## src/rtl/circular_pkg.sv

```systemverilog
// rtl/circular_pkg.sv - shared types and defaults for the circular stepper
package circular_pkg;

  localparam int INT_BITS              = 16;
  localparam int DEF_DW_BOUND          = -180;
  localparam int DEF_UP_BOUND          = 179;
  localparam int DEF_RESET_VALUE       = 0;
  localparam int DEF_HOLD_DELAY        = 25_000_000;
  localparam int DEF_REPEAT_PERIOD     = 5_000_000;
  localparam int DEF_SEEK_PERIOD       = 1_000_000;

  typedef enum logic [1:0] {
    ST_IDLE   = 2'd0,
    ST_HOLD   = 2'd1,
    ST_REPEAT = 2'd2,
    ST_SEEK   = 2'd3
  } state_t;

  // Counter must hold the largest (period - 1); one spare bit keeps tiny periods legal.
  function automatic int cnt_width(input int a, input int b, input int c);
    int m;
    m = a;
    if (b > m) m = b;
    if (c > m) m = c;
    return $clog2(m) + 1;
  endfunction

endpackage

```

## src/rtl/circular_step.sv

```systemverilog
// rtl/circular_step.sv - wrapping prev/next neighbours of a bounded signed value
module circular_step
  import circular_pkg::*;
#(
  parameter int DATAW    = INT_BITS,
  parameter int DW_BOUND = DEF_DW_BOUND,
  parameter int UP_BOUND = DEF_UP_BOUND
) (
  input  logic signed [DATAW-1:0] value,
  output logic signed [DATAW-1:0] prev,
  output logic signed [DATAW-1:0] next
);

  localparam logic signed [DATAW-1:0] LO = DATAW'(DW_BOUND);
  localparam logic signed [DATAW-1:0] HI = DATAW'(UP_BOUND);

  assign next = (value == HI) ? LO : value + DATAW'(1);
  assign prev = (value == LO) ? HI : value - DATAW'(1);

endmodule

```

## src/rtl/circular_stepper.sv

```systemverilog
// rtl/circular_stepper.sv - wrapping value driven by buttons or shortest-path seek
module circular_stepper
  import circular_pkg::*;
#(
  parameter int DATAW         = INT_BITS,
  parameter int DW_BOUND      = DEF_DW_BOUND,
  parameter int UP_BOUND      = DEF_UP_BOUND,
  parameter int RESET_VALUE   = DEF_RESET_VALUE,
  parameter int HOLD_DELAY    = DEF_HOLD_DELAY,
  parameter int REPEAT_PERIOD = DEF_REPEAT_PERIOD,
  parameter int SEEK_PERIOD   = DEF_SEEK_PERIOD
) (
  input  logic                    clk,
  input  logic                    reset,
  input  logic                    inc_i,
  input  logic                    dec_i,
  input  logic                    seek_valid,
  output logic                    seek_ready,
  input  logic signed [DATAW-1:0] seek_target,
  output logic signed [DATAW-1:0] value_o,
  output logic                    step_o,
  output logic                    busy_o,
  output logic                    done_o
);

  localparam int CNTW = cnt_width(HOLD_DELAY, REPEAT_PERIOD, SEEK_PERIOD);
  localparam int WW   = DATAW + 2;

  localparam logic signed [DATAW-1:0] LO   = DATAW'(DW_BOUND);
  localparam logic signed [DATAW-1:0] HI   = DATAW'(UP_BOUND);
  localparam logic signed [DATAW-1:0] RSTV = DATAW'(RESET_VALUE);
  localparam logic signed [WW-1:0]    N_W    = WW'(UP_BOUND - DW_BOUND + 1);
  localparam logic signed [WW-1:0]    HALF_W = WW'((UP_BOUND - DW_BOUND + 1) / 2);
  localparam logic [CNTW-1:0] HOLD_LAST   = CNTW'(HOLD_DELAY - 1);
  localparam logic [CNTW-1:0] REPEAT_LAST = CNTW'(REPEAT_PERIOD - 1);
  localparam logic [CNTW-1:0] SEEK_LAST   = CNTW'(SEEK_PERIOD - 1);

  state_t                  state, state_next;
  logic [CNTW-1:0]         cnt, cnt_next;
  logic signed [DATAW-1:0] target, target_next, clamped;
  logic signed [DATAW-1:0] prev_v, next_v;
  logic signed [WW-1:0]    diff, fwd;
  logic                    dir_q, dir_next;
  logic                    press, dir, seek_up;
  logic                    do_step, step_up, done_next, held_lost;

  assign press      = inc_i ^ dec_i;
  assign dir        = inc_i;
  assign held_lost  = !press || (dir != dir_q);
  assign seek_ready = (state == ST_IDLE);

  circular_step #(
    .DATAW    (DATAW),
    .DW_BOUND (DW_BOUND),
    .UP_BOUND (UP_BOUND)
  ) u_step (
    .value (value_o),
    .prev  (prev_v),
    .next  (next_v)
  );

  // Clamp an incoming seek target into the legal range before latching it.
  always_comb begin
    clamped = seek_target;
    if (seek_target < LO)
      clamped = LO;
    else if (seek_target > HI)
      clamped = HI;
  end

  // Forward distance modulo N; at most half the ring (tie included) means go up.
  always_comb begin
    diff    = {{2{target[DATAW-1]}}, target} - {{2{value_o[DATAW-1]}}, value_o};
    fwd     = diff[WW-1] ? diff + N_W : diff;
    seek_up = (fwd <= HALF_W);
  end

  // State register plus all registered outputs and datapath state.
  always_ff @(posedge clk) begin
    if (reset) begin
      state   <= ST_IDLE;
      value_o <= RSTV;
      target  <= RSTV;
      cnt     <= '0;
      dir_q   <= 1'b0;
      step_o  <= 1'b0;
      busy_o  <= 1'b0;
      done_o  <= 1'b0;
    end else begin
      state  <= state_next;
      target <= target_next;
      cnt    <= cnt_next;
      dir_q  <= dir_next;
      if (do_step)
        value_o <= step_up ? next_v : prev_v;
      step_o <= do_step;
      busy_o <= (state_next != ST_IDLE);
      done_o <= done_next;
    end
  end

  // Next-state selection; a button press always pre-empts a seek.
  always_comb begin
    state_next = state;
    case (state)
      ST_IDLE: begin
        if (press)
          state_next = ST_HOLD;
        else if (seek_valid)
          state_next = ST_SEEK;
      end
      ST_HOLD: begin
        if (held_lost)
          state_next = ST_IDLE;
        else if (cnt == HOLD_LAST)
          state_next = ST_REPEAT;
      end
      ST_REPEAT: begin
        if (held_lost)
          state_next = ST_IDLE;
      end
      ST_SEEK: begin
        if (press)
          state_next = ST_HOLD;
        else if (value_o == target)
          state_next = ST_IDLE;
      end
      default: state_next = ST_IDLE;
    endcase
  end

  // Step requests, counter, latched direction/target and done pulse per state.
  always_comb begin
    do_step     = 1'b0;
    step_up     = dir;
    cnt_next    = cnt;
    dir_next    = dir_q;
    target_next = target;
    done_next   = 1'b0;
    case (state)
      ST_IDLE: begin
        if (press) begin
          do_step  = 1'b1;
          step_up  = dir;
          dir_next = dir;
          cnt_next = '0;
        end else if (seek_valid) begin
          target_next = clamped;
          cnt_next    = '0;
        end
      end
      ST_HOLD: begin
        if (held_lost) begin
          cnt_next = '0;
        end else if (cnt == HOLD_LAST) begin
          do_step  = 1'b1;
          step_up  = dir_q;
          cnt_next = '0;
        end else begin
          cnt_next = cnt + CNTW'(1);
        end
      end
      ST_REPEAT: begin
        if (held_lost) begin
          cnt_next = '0;
        end else if (cnt == REPEAT_LAST) begin
          do_step  = 1'b1;
          step_up  = dir_q;
          cnt_next = '0;
        end else begin
          cnt_next = cnt + CNTW'(1);
        end
      end
      ST_SEEK: begin
        if (press) begin
          do_step  = 1'b1;
          step_up  = dir;
          dir_next = dir;
          cnt_next = '0;
        end else if (value_o == target) begin
          done_next = 1'b1;
          cnt_next  = '0;
        end else if (cnt == SEEK_LAST) begin
          do_step  = 1'b1;
          step_up  = seek_up;
          cnt_next = '0;
        end else begin
          cnt_next = cnt + CNTW'(1);
        end
      end
      default: cnt_next = '0;
    endcase
  end

endmodule

```

## config.mk

```make
export PLATFORM = sky130hd
export DESIGN_NAME = circular_stepper
export DESIGN_NICKNAME = d
export VERILOG_FILES = /design/src/rtl/circular_pkg.sv /design/src/rtl/circular_step.sv /design/src/rtl/circular_stepper.sv
export SDC_FILE = /design/constraint.sdc
export NUM_CORES = 1
export LEC_CHECK = 0
export CAP_MARGIN = 30
export CORE_MARGIN = 1.5
export CORE_UTILIZATION = 60
export DETAILED_ROUTE_END_ITERATION = 12
export GPL_TIMING_DRIVEN = 0
export PLACE_DENSITY = 0.88
export RECOVER_POWER = 50
export REMOVE_ABC_BUFFERS = 1
export SYNTH_ARGS = -nofsm -noshare
export SYNTH_HDL_FRONTEND = slang
export SYNTH_SLANG_ARGS = --single-unit
```

## constraint.sdc

```tcl
create_clock -name clk -period 6.8 [get_ports clk]
set_input_delay 1.36 -clock clk [delete_from_list [all_inputs] [get_ports clk]]
set_output_delay 1.36 -clock clk [all_outputs]
set_load 0.01 [all_outputs]
```

==> flow_metrics.env <==
export IMPL_number_of_inserted_filler_cells_in_the_final_layout=741
export IMPL_run_status="finished, violations left"
export IMPL_final_min_clock_period_ps=4730
export IMPL_failing_checks="design-rule violations"
export IMPL_clkLatencyLatePin_ps=360
export IMPL_fin_worst_skew_ps=16.4
export IMPL_crit_path_end_kind="flip-flop"
export IMPL_largest_family_of_logic_cells_by_synthesized_area="simple AND/OR/NAND/NOR gates"
export IMPL_die_height_um=98.7
export IMPL_cts_hold_buffers_added=0
export IMPL_netlist_area_leader_share=0.233
export IMPL_min_period_over_period=0.695
export IMPL_fin_area_um2=6100
export IMPL_cts_root_buffer="sky130_fd_sc_hd__clkbuf_8"
export IMPL_syn_avg_cell_area_um2=7.25
export IMPL_cts_made_buffers=9
export IMPL_p_sw_frac=0.478
export IMPL_synthesis_area_um2=5500
export IMPL_seq_power_share=0.224
export IMPL_wl_mm=15.8
export IMPL_cp_required_ps=7060
export IMPL_netlist_top_cell_by_area="sky130_fd_sc_hd__dfxtp_1"
export IMPL_cts_setup_buffers=0
export IMPL_post_cts_resized=0
export IMPL_postSynth_asyncResetShare=0
export IMPL_drive_above_1_share=0.0501
export IMPL_post_dp_hpwl_mm=11.6
export IMPL_gpl_final_weighted_congestion=0.981
export IMPL_portBuffers=40
export IMPL_grt_use_total=0.327
export IMPL_postSynthCellCount=758
export IMPL_total_congestion_overflow=0
export IMPL_total_switching_power_w=0.000988
export IMPL_yosys_most_used_dff="sky130_fd_sc_hd__dfxtp_1"
export IMPL_regToRegSetupSlack_ps=2070
export IMPL_critPathLaunchType="flip-flop"
export IMPL_critical_path_class="reg2reg"
export IMPL_grt_pass1_wl_mm=26.3
export IMPL_cts_tree="done"
export IMPL_synth_mux_area_frac=0.0187
export IMPL_first_pass_iters=9
export IMPL_clockPowerShare=0.170
export IMPL_crit_arrival_ps=4980
export IMPL_synth_edff_count=0
export IMPL_slew_viol_final=0
export IMPL_initialDrtViolationCount=585
export IMPL_combinationalPowerShare=0.607
export IMPL_drc_errors=2
export IMPL_antennaDiodeCount=0
export IMPL_finalSetupTns_ps=0
export IMPL_fmax_ghz=0.212
export IMPL_routed_via_count=6078
export IMPL_path_clk_slew_ps=80
export IMPL_max_slew_worst_pin_slew_ps=1060
export IMPL_pin_count_of_the_biggest_net_entering_global_routing=36
export IMPL_intPower_w=0.00108
export IMPL_die_area_um2=9740
export IMPL_synth_area_leaders="sky130_fd_sc_hd__dfxtp_1, sky130_fd_sc_hd__a21oi_1, sky130_fd_sc_hd__ha_1, sky130_fd_sc_hd__nand2_1, sky130_fd_sc_hd__nor2_1"
export IMPL_numClockSinks=64
export IMPL_final_net_count=819
export IMPL_slew_limit_headroom=0.291
export IMPL_first_global_vias=5543
export IMPL_utilization=0.692
export IMPL_rsz0062_at_grt="no"
export IMPL_detail_route_antenna_nets=0
export IMPL_setup_violations=0
export IMPL_viasPerCell=6.86
export IMPL_synth_simple_gate_area_share=0.306
export IMPL_flow_area_growth_from_synthesis_pct=10.9
export IMPL_die_w_um=98.7
export IMPL_vdd_drop_max_mv=0.221
export IMPL_cts_path_max_buffers=2
export IMPL_std_cell_rows=34
export IMPL_critPathMaxFanout=15
export IMPL_power_density_nw_per_um2=339
export IMPL_yosys_area_share_adder=0.0569
export IMPL_timing_max_cap_violations=0
export IMPL_synthDistinctLibCells=83
export IMPL_synth_compound_area_share=0.300
export IMPL_synth_warnings=0
export IMPL_coreArea_um2=8810
export IMPL_static_leakage_power_nw=2.27
export IMPL_placedInstanceArea_um2=5890
export IMPL_final_cells=886
export IMPL_yosys_register_bits=64
export IMPL_grt_antenna_before_repair=0
export IMPL_synth_sequential_area_ratio=0.233
export IMPL_initial_utilization=0.624
export IMPL_worst_hold_class="reg2reg"
export IMPL_post_synth_xor_area_fraction=0.0287
export IMPL_placed_cells_incl_taps=869
export IMPL_ios=41
export IMPL_htreeDepth=3
export IMPL_timing_final_hold_violations=0
export IMPL_dr_wl_cell_um=17.8
[per-layer routing]
layer | GRT usage | share of wire | wire, um | vias up
li1 | - | - | - | 2878
met1 | 0.433 | 0.43 | 6800 | 2835
met2 | 0.522 | 0.46 | 7220 | 319
met3 | 0.0667 | 0.084 | 1320 | 46
met4 | 0.132 | 0.028 | 446 | 0
met5 | 0 | 0 | 0 | -
[cells by family after synthesis]
kind of cell    count (synthesis)
compound gates                243
flops                          64
buf+inv                        73
mux                            10
fa+ha+maj                      25
simple gates                  325
xor+xnor                       18
[cells in the mapped netlist, types with 15 or more instances]
cell and number:
sky130_fd_sc_hd__a21oi_1 73, sky130_fd_sc_hd__clkbuf_1 25, sky130_fd_sc_hd__dfxtp_1 64, sky130_fd_sc_hd__ha_1 25, sky130_fd_sc_hd__inv_1 33, sky130_fd_sc_hd__nand2_1 74, sky130_fd_sc_hd__nand3_1 39, sky130_fd_sc_hd__nand4_1 16
sky130_fd_sc_hd__nor2_1 68, sky130_fd_sc_hd__nor3_1 27, sky130_fd_sc_hd__nor4_1 16, sky130_fd_sc_hd__o21ai_0 48, sky130_fd_sc_hd__xnor2_1 15
[through the flow]
step / power (W) / worst slack [ps] / hold slack [ps]
after floorplan: 0.00138 / 2560 / 426
after global placement: 0.00164 / 953 / 442
after detailed placement: 0.00169 / 1880 / 452
after CTS: 0.00204 / 1880 / 461
after global routing: 0.00221 / 1760 / 478
final: 0.00207 / 2070 / 461
[registers in the layout, summed over array words and instances, names as in the netlist]
signal / flops
cnt: 26
done_o: 1
target: 16
busy_o: 1
dir_q: 1
step_o: 1
value_o: 16
state: 2
[path summary, 6_finish.rpt]
kind / from / to / cells after the start
max: value_o[5] / value_o[2] / 13
min: target[5] / target[5] / 2
max reg2reg: value_o[5] / value_o[2] / 13
min reg2reg: target[5] / target[5] / 2
[placed cells by master, fill, tap and decap left out, drive strengths merged, types with 11 or more instances in the layout]
master         synthesis  routed
nand4                 17      17
o21ai                 51      51
dlygate4sd3            0      22
a21oi                 73      73
and3                  11      11
a31oi                 11      11
nor4                  16      16
inv                   34      36
nand2                 75      75
o211ai                12      12
ha                    25      25
xnor2                 15      15
dfxtp                 64      64
nand3                 39      39
or3                   13      13
clkdlybuf4s50          0      17
nand3b                13      13
nor2                  68      68
nor3                  27      27
[critical path, cell delays in order (launching register included)]
cell and delay [ps]:
sky130_fd_sc_hd__dfxtp_1 490, sky130_fd_sc_hd__inv_1 170, sky130_fd_sc_hd__ha_1 510, sky130_fd_sc_hd__a21oi_1 200
sky130_fd_sc_hd__o21a_1 230, sky130_fd_sc_hd__nor3_1 200, sky130_fd_sc_hd__nor3_1 110, sky130_fd_sc_hd__a221oi_1 900
sky130_fd_sc_hd__nor3_1 130, sky130_fd_sc_hd__a32oi_1 560, sky130_fd_sc_hd__buf_4 290, sky130_fd_sc_hd__o21a_4 270
sky130_fd_sc_hd__mux2i_1 250, sky130_fd_sc_hd__mux2_1 340
[power groups by stage]
| stage | registers, W | clock network (W) | logic, W |
|---|---|---|---|
| after floorplan | 0.000470 | 0 | 0.000905 |
| after global placement | 0.000469 | 0 | 0.00117 |
| after detailed placement | 0.000471 | 0 | 0.00122 |
| after CTS | 0.000462 | 0.000355 | 0.00122 |
| after global routing | 0.000469 | 0.000373 | 0.00137 |
| final | 0.000463 | 0.000351 | 0.00126 |
[layout make-up]
cell class,count,area [um2],area share
Clock inverter,7,78.8,0.0129
Multi-Input combinational cell,621,3910,0.642
Timing Repair Buffer,43,438,0.0718
Inverter,34,128,0.0209
Tap cell,108,135,0.0222
Sequential cell,64,1280,0.210
Clock buffer,9,124,0.0203
Note: power is estimated with default switching activity, not from simulation.
